===== src/rtl/timer_sched_ctrl.sv =====
// ---------------------------------------------------------------------------
// timer_sched_ctrl
//   Multi-channel alarm scheduler on the system bus. A free-running 64-bit
//   system counter is shared by N_CH compare channels. A single 64-bit
//   comparator is time-shared by a round-robin scanner that visits one channel
//   per cycle. A channel is either one-shot or periodic. When it fires, it sets
//   a pending bit. The OR of all pending bits drives the interrupt request.
//
//   Optional feature macro: TIMER_SCHED_CLEAR_ON_READ_EN
//     When defined, a read of CAUSE clears the pending bit of the channel it
//     reports, at the next edge. A same-cycle set of that bit still wins.
//
// Parameters
//   N_CH                 number of compare channels (1..8)
//
// Ports
//   clk_i                clock
//   rst_i                asynchronous active-high reset
//   req_i                bus request
//   write_enable_i       1 = write, 0 = read
//   addr_i[31:0]         byte address (word aligned)
//   write_data_i[31:0]   write data
//   read_data_o[31:0]    read data, combinational from addr_i
//   ready_o              mirrors req_i (zero wait states)
//   interrupt_request_o  OR of all pending bits
//
// Register map
//   0x00 CNT_LO  0x04 CNT_HI  0x08 PENDING (W1C)  0x0C CAUSE  0x10 SOFT_RST
//   0x40 + 0x10*k : +0 CMP_LO, +4 CMP_HI, +8 PERIOD, +C CTRL {PERIODIC, EN}
// ---------------------------------------------------------------------------
module timer_sched_ctrl #(
    parameter int unsigned N_CH = 4
) (
    input  logic        clk_i,
    input  logic        rst_i,
    input  logic        req_i,
    input  logic        write_enable_i,
    input  logic [31:0] addr_i,
    input  logic [31:0] write_data_i,
    output logic [31:0] read_data_o,
    output logic        ready_o,
    output logic        interrupt_request_o
);

    localparam int unsigned PTR_W = (N_CH > 1) ? $clog2(N_CH) : 1;

    // State
    logic [63:0]       cnt_q, cnt_d;
    logic [63:0]       cmp_q    [N_CH];
    logic [63:0]       cmp_d    [N_CH];
    logic [31:0]       period_q [N_CH];
    logic [31:0]       period_d [N_CH];
    logic [N_CH-1:0]   en_q, en_d;
    logic [N_CH-1:0]   per_q, per_d;
    logic [N_CH-1:0]   pend_q, pend_d;
    logic [PTR_W-1:0]  ptr_q, ptr_d;

    // Address decode
    logic        wr_req;
    logic        glb_hit;
    logic [2:0]  glb_field;
    logic [3:0]  slot;
    logic        ch_region;
    logic [1:0]  ch_field;
    logic [N_CH-1:0] ch_hit;

    assign wr_req    = req_i && write_enable_i;
    assign glb_hit   = (addr_i[31:5] == 27'd0) && (addr_i[1:0] == 2'b00);
    assign glb_field = addr_i[4:2];
    assign ch_field  = addr_i[3:2];
    // Channel windows start at 0x40, so address nibble [7:4] = 4 is channel 0.
    assign slot      = addr_i[7:4] - 4'd4;
    assign ch_region = (addr_i[31:8] == 24'd0) && (addr_i[1:0] == 2'b00) &&
                       (addr_i[7:4] >= 4'd4) && (addr_i[7:4] <= 4'd11) &&
                       (32'(slot) < N_CH);

    always_comb begin
        ch_hit = '0;
        for (int unsigned k = 0; k < N_CH; k++) begin
            ch_hit[k] = ch_region && (slot == 4'(k));
        end
    end

    logic pend_wr;
    logic soft_rst;
    assign pend_wr  = wr_req && glb_hit && (glb_field == 3'd2);
    assign soft_rst = wr_req && glb_hit && (glb_field == 3'd4);

    // CAUSE: lowest-indexed pending channel
    logic        cause_found;
    logic [2:0]  cause_idx;
    logic [31:0] cause_val;

    always_comb begin
        cause_found = 1'b0;
        cause_idx   = '0;
        for (int unsigned k = 0; k < N_CH; k++) begin
            if (pend_q[k] && !cause_found) begin
                cause_found = 1'b1;
                cause_idx   = 3'(k);
            end
        end
        cause_val = cause_found ? {29'd0, cause_idx} : '1;
    end

    // Scanner: only the channel under the pointer can fire this cycle
    logic [N_CH-1:0] fire_vec;

    always_comb begin
        fire_vec = '0;
        for (int unsigned k = 0; k < N_CH; k++) begin
            if (ptr_q == PTR_W'(k)) begin
                fire_vec[k] = en_q[k] && !pend_q[k] && (cnt_q >= cmp_q[k]);
            end
        end
    end

    // Read mux
    logic [31:0] rdata;

    always_comb begin
        rdata = '0;
        if (glb_hit) begin
            case (glb_field)
                3'd0:    rdata = cnt_q[31:0];
                3'd1:    rdata = cnt_q[63:32];
                3'd2:    rdata[N_CH-1:0] = pend_q;
                3'd3:    rdata = cause_val;
                default: rdata = '0;
            endcase
        end else begin
            for (int unsigned k = 0; k < N_CH; k++) begin
                if (ch_hit[k]) begin
                    case (ch_field)
                        2'd0:    rdata = cmp_q[k][31:0];
                        2'd1:    rdata = cmp_q[k][63:32];
                        2'd2:    rdata = period_q[k];
                        default: rdata = {30'd0, per_q[k], en_q[k]};
                    endcase
                end
            end
        end
    end

    assign read_data_o         = (req_i && !rst_i) ? rdata : '0;
    assign ready_o             = req_i;
    assign interrupt_request_o = |pend_q;

    // Next-state. Ordering inside this block encodes the conflict rules:
    // pending clears come before fire sets (set wins); fire updates come
    // before bus field writes (bus wins per field); soft reset comes last.
    always_comb begin
        cnt_d    = cnt_q + 64'd1;
        ptr_d    = (ptr_q == PTR_W'(N_CH - 1)) ? '0 : ptr_q + PTR_W'(1);
        cmp_d    = cmp_q;
        period_d = period_q;
        en_d     = en_q;
        per_d    = per_q;
        pend_d   = pend_q;

        if (pend_wr) begin
            pend_d = pend_d & ~write_data_i[N_CH-1:0];
        end

`ifdef TIMER_SCHED_CLEAR_ON_READ_EN
        if (req_i && !write_enable_i && glb_hit && (glb_field == 3'd3) && cause_found) begin
            for (int unsigned k = 0; k < N_CH; k++) begin
                if (cause_idx == 3'(k)) begin
                    pend_d[k] = 1'b0;
                end
            end
        end
`else
`endif

        for (int unsigned k = 0; k < N_CH; k++) begin
            if (fire_vec[k]) begin
                pend_d[k] = 1'b1;
                if (per_q[k] && (period_q[k] != 32'd0)) begin
                    cmp_d[k] = cmp_q[k] + {32'd0, period_q[k]};
                end else begin
                    en_d[k] = 1'b0;
                end
            end
        end

        for (int unsigned k = 0; k < N_CH; k++) begin
            if (wr_req && ch_hit[k]) begin
                case (ch_field)
                    2'd0: cmp_d[k][31:0]  = write_data_i;
                    2'd1: cmp_d[k][63:32] = write_data_i;
                    2'd2: period_d[k]     = write_data_i;
                    default: begin
                        en_d[k]  = write_data_i[0];
                        per_d[k] = write_data_i[1];
                    end
                endcase
            end
        end

        if (soft_rst) begin
            cnt_d  = '0;
            ptr_d  = '0;
            en_d   = '0;
            per_d  = '0;
            pend_d = '0;
            for (int unsigned k = 0; k < N_CH; k++) begin
                cmp_d[k]    = '0;
                period_d[k] = '0;
            end
        end
    end

    always_ff @(posedge clk_i or posedge rst_i) begin
        if (rst_i) begin
            cnt_q  <= '0;
            ptr_q  <= '0;
            en_q   <= '0;
            per_q  <= '0;
            pend_q <= '0;
            for (int unsigned k = 0; k < N_CH; k++) begin
                cmp_q[k]    <= '0;
                period_q[k] <= '0;
            end
        end else begin
            cnt_q  <= cnt_d;
            ptr_q  <= ptr_d;
            en_q   <= en_d;
            per_q  <= per_d;
            pend_q <= pend_d;
            for (int unsigned k = 0; k < N_CH; k++) begin
                cmp_q[k]    <= cmp_d[k];
                period_q[k] <= period_d[k];
            end
        end
    end

endmodule


===== config.mk =====
export PLATFORM = sky130hd
export DESIGN_NAME = timer_sched_ctrl
export DESIGN_NICKNAME = d
export VERILOG_FILES = /design/src/rtl/timer_sched_ctrl.sv
export SDC_FILE = /design/constraint.sdc
export NUM_CORES = 2
export LEC_CHECK = 0
export CAP_MARGIN = 20
export CORE_MARGIN = 4
export CORE_UTILIZATION = 56
export DETAILED_ROUTE_END_ITERATION = 6
export PLACE_DENSITY = 0.76
export REMOVE_ABC_BUFFERS = 1
export SLEW_MARGIN = 20
export SYNTH_ARGS = -nofsm -noshare
export SYNTH_HDL_FRONTEND = slang
export SYNTH_SLANG_ARGS = --single-unit
export TNS_END_PERCENT = 50

===== constraint.sdc =====
create_clock -name clk_i -period 15.4 [get_ports clk_i]
set_input_delay 1.54 -clock clk_i [delete_from_list [all_inputs] [get_ports clk_i]]
set_output_delay 1.54 -clock clk_i [all_outputs]
set_load 0.05 [all_outputs]

==> flow_metrics.py <==
metrics = {
    "outcome": {
        "status": "finished with violations",
        "violations": "DRC",
    },
    "sta": {
        "rsz0062_at_grt": "no",
        "fin_skew_ns": 0.0306,
        "max_freq_ghz": 0.138,
        "finalSetupViolCount": 0,
        "min_period_ns": 7.25,
        "finalSetupTns_ns": 0,
        "tightest_slew_ns": 1.26,
        "fin_crit_sh_pct": 47.1,
        "maxSlewHeadroom_pct": 16.0,
        "hold_viol_final": 0,
        "finalWorstSetupSlack_ns": 8.15,
        "maxSlewViolCount": 0,
    },
    "floorplan": {
        "die_area_sq_um": 75400,
        "die_x_um": 275,
        "start_util_pct": 56.7,
        "ioPinCount": 102,
        "placementRows": 97,
        "coreArea_sq_um": 70300,
        "die-height_um": 275,
    },
    "power_and_ir_drop": {
        "worst_ir_drop_vdd_v": 0.0000720,
        "powerDensity_nw_per_um2": 64.5,
        "total_power_mw": 2.82,
        "p_leak_nw": 21.3,
    },
    "synth": {
        "synthAdderAreaFrac_pct": 12.4,
        "synth-edff-count": 0,
        "postSynthAreaPerCell_sq_um": 7.91,
        "synth.area.top_cells": "dfrtp_1 (29%), ha_1 (12%), a21oi_1 (6.1%)",
        "synth_flop_cell": "dfrtp_1",
        "synth_warnings": 0,
        "ys_top_cells_by_count": "nand2_1 (614), a21oi_1 (485), o21ai_0 (463)",
        "yosys.area_share.simple_pct": 18.7,
        "synth.most_common_cell": "nand2_1",
        "async_flop_share_pct": 100,
        "yosysTopAreaCell": "dfrtp_1",
        "synth-xor-area-share_pct": 5.65,
        "yosysUniqueCellTypes": 81,
        "synth_top_family_by_area": "compound AO/OA/AOI/OAI gates",
        "synth_area_sq_um": 39800,
        "ys_ff_latch": 462,
        "synth_compound_area_share_pct": 24.1,
        "synth_top_area_share_pct": 29.0,
        "seq_area_frac_synth_pct": 29.0,
        "synth.area.mux_share_pct": 4.66,
        "syn_inst": 5037,
    },
    "detailed_routing": {
        "drc": 10,
        "ant_nets": 0,
        "routed_wirelength_um": 190000,
        "drtIter0Drc": 6847,
        "wire_per_inst_um": 31.7,
        "vias_per_cell": 7.06,
        "vias": 42351,
        "drtPass1Iterations": 7,
    },
    "grt": {
        "grt_pass1_vias": 39726,
        "grt-ovfl-total": 0,
        "grtUsageMet3_pct": 20.3,
        "globalRouteMet1Util_pct": 63.6,
        "antenna_found_initial": 7,
        "grt_max_degree": 164,
        "gr-usage-met2_pct": 68.8,
        "busiest_layer": "met2",
        "grt_pass1_wl_um": 271000,
        "grt_usage_pct": 49.2,
    },
    "run": {
        "maxCapViolCount": 0,
    },
    "placed_design": {
        "dp_worst_setup_slack_ns": 8.35,
        "dp_hpwl_um": 147000,
        "io_buffers": 101,
        "post-place-cells": 5892,
        "place.gp.congestion": 1.10,
    },
    "finish": {
        "drive_above_1_share_pct": 4.81,
        "fin_nets": 5471,
        "area_delta_synth_final_pct": 9.68,
        "layout.cells.non_filler": 6001,
    },
    "clocking": {
        "cts-resized-gates": 0,
        "cts_root_buf": "clkbuf_16",
        "max-clock-path-buffers": 3,
        "clock_latency_ns": 0.66,
        "post_cts_buffers": 0,
        "cts.clk_slew.worst_paths_ns": 0.06,
        "cts.sink_count": 462,
        "cts_tree": "yes",
        "hold_buffers": 0,
        "htree_levels": 2,
        "cts_buffers": 56,
    },
    "worst_setup_path": {
        "end_kind": "primary output",
        "worstPathRequired_ns": 13.86,
        "critPathLaunchType": "primary input",
        "crit_fanout": 26,
        "arrival_ns": 5.71,
        "crit_type": "primary input to primary output",
    },
    "hold_path": {
        "holdCritPathClass": "register to register",
    },
}
==> final cells by class <==
cell class              instances  area [sq um]
fillers                      6352         26600
multi-input cells            4005         26300
flip-flops and latches        462         11600
repair buffers                177          1600
clock buffers                  70          1530
well taps                     940          1180
inverters                     308          1160
clock inverters                34           377
diodes                          5          12.5
==> layout by cell type (no fill, tap or decap), types with 11 or more instances in the layout <==
cell | synthesis | final
nand2_1 | 614 | 611
a21oi_1 | 485 | 481
o21ai_0 | 463 | 462
dfrtp_1 | 462 | 462
ha_1 | 389 | 389
nor2_1 | 346 | 341
inv_1 | 306 | 305
xnor2_1 | 182 | 182
mux2i_1 | 156 | 156
nand4_1 | 141 | 141
nand3_1 | 134 | 134
clkdlybuf4s50_1 | 0 | 98
a21o_1 | 85 | 85
nor4_1 | 77 | 77
nor3_1 | 79 | 76
xor2_1 | 75 | 75
buf_4 | 3 | 75
o22ai_1 | 67 | 67
o21ai_1 | 65 | 64
a22oi_1 | 59 | 59
clkbuf_16 | 0 | 56
a221oi_1 | 54 | 54
and3_1 | 44 | 44
o211ai_1 | 38 | 38
o21a_1 | 38 | 37
a211oi_1 | 38 | 37
and4_1 | 34 | 34
or3_1 | 29 | 29
nand2b_1 | 22 | 22
and2_1 | 21 | 22
a31oi_1 | 22 | 22
clkinv_2 | 0 | 19
o21bai_1 | 19 | 17
nor2b_1 | 15 | 14
a32oi_1 | 14 | 14
a221o_1 | 14 | 14
mux4_2 | 11 | 11
==> sequential cells by signal, indices dropped and copies added (netlist names) <==
signal and flops:
ptr_q 2, en_q 4, per_q 4, pend_q 4, period_q 128, cnt_q 64, cmp_q 256
==> critical path, cell delays in order <==
cell and delay, ns:
clkdlybuf4s50_1 0.43, nor4_1 0.28, nand4_1 0.21, nor3_2 0.19, buf_4 0.35, and3_1 0.92, a221oi_1 0.10, a21oi_1 0.17
a21oi_1 0.06, o22ai_1 0.52, clkdlybuf4s50_1 0.92
==> path summary, 6_finish.rpt <==
check,startpoint,to,slack [ns],cells after the start
max,addr_i[7],read_data_o[13],8.15,11
min in group asynchronous,rst_i,period_q[99],1.48,2
max reg2reg,cnt_q[31],cmp_q[186],10.09,11
max in group asynchronous,rst_i,cnt_q[24],11.48,4
min,ptr_q[0],ptr_q[0],0.51,1
min reg2reg,ptr_q[0],ptr_q[0],0.51,1
==> metrics by stage <==
stage / utilization (%) / hold slack, ns / instance area, sq um
floorplan: - / 0.472 / 38800
global placement: 59.4 / 0.495 / 41700
detailed placement: 59.4 / 0.505 / 41800
CTS: 62.1 / 0.510 / 43700
global route: 62.1 / 0.548 / 43700
finish: 62.2 / 0.513 / 43700
==> cell families (layout without fill, tap and decap cells) <==
kind of cell / after synthesis / count (layout)
other: 0 / 5
and+or+nand+nor: 1592 / 1592
xor gates and xnor gates: 257 / 257
AOI/OAI and AO/OA: 1592 / 1592
buffers and inverters: 570 / 589
muxes: 171 / 171
adders and majority gates: 393 / 393
DFF: 462 / 462
==> metal layers <==
metal / routed length [um] / vias to the layer above
met1: 70000 / 20263
met2: 75100 / 3041
met5: 152 / -
met3: 30900 / 697
met4: 14300 / 12
li1: - / 18338
==> where the power goes <==
| part | switching (mW) | internal, mW |
|---|---|---|
| sequential | 0.000000240 | 1.21 |
| combinational | 0.136 | 0.0410 |
| clock | 0.605 | 0.822 |
(Power assumes the default switching activity.)
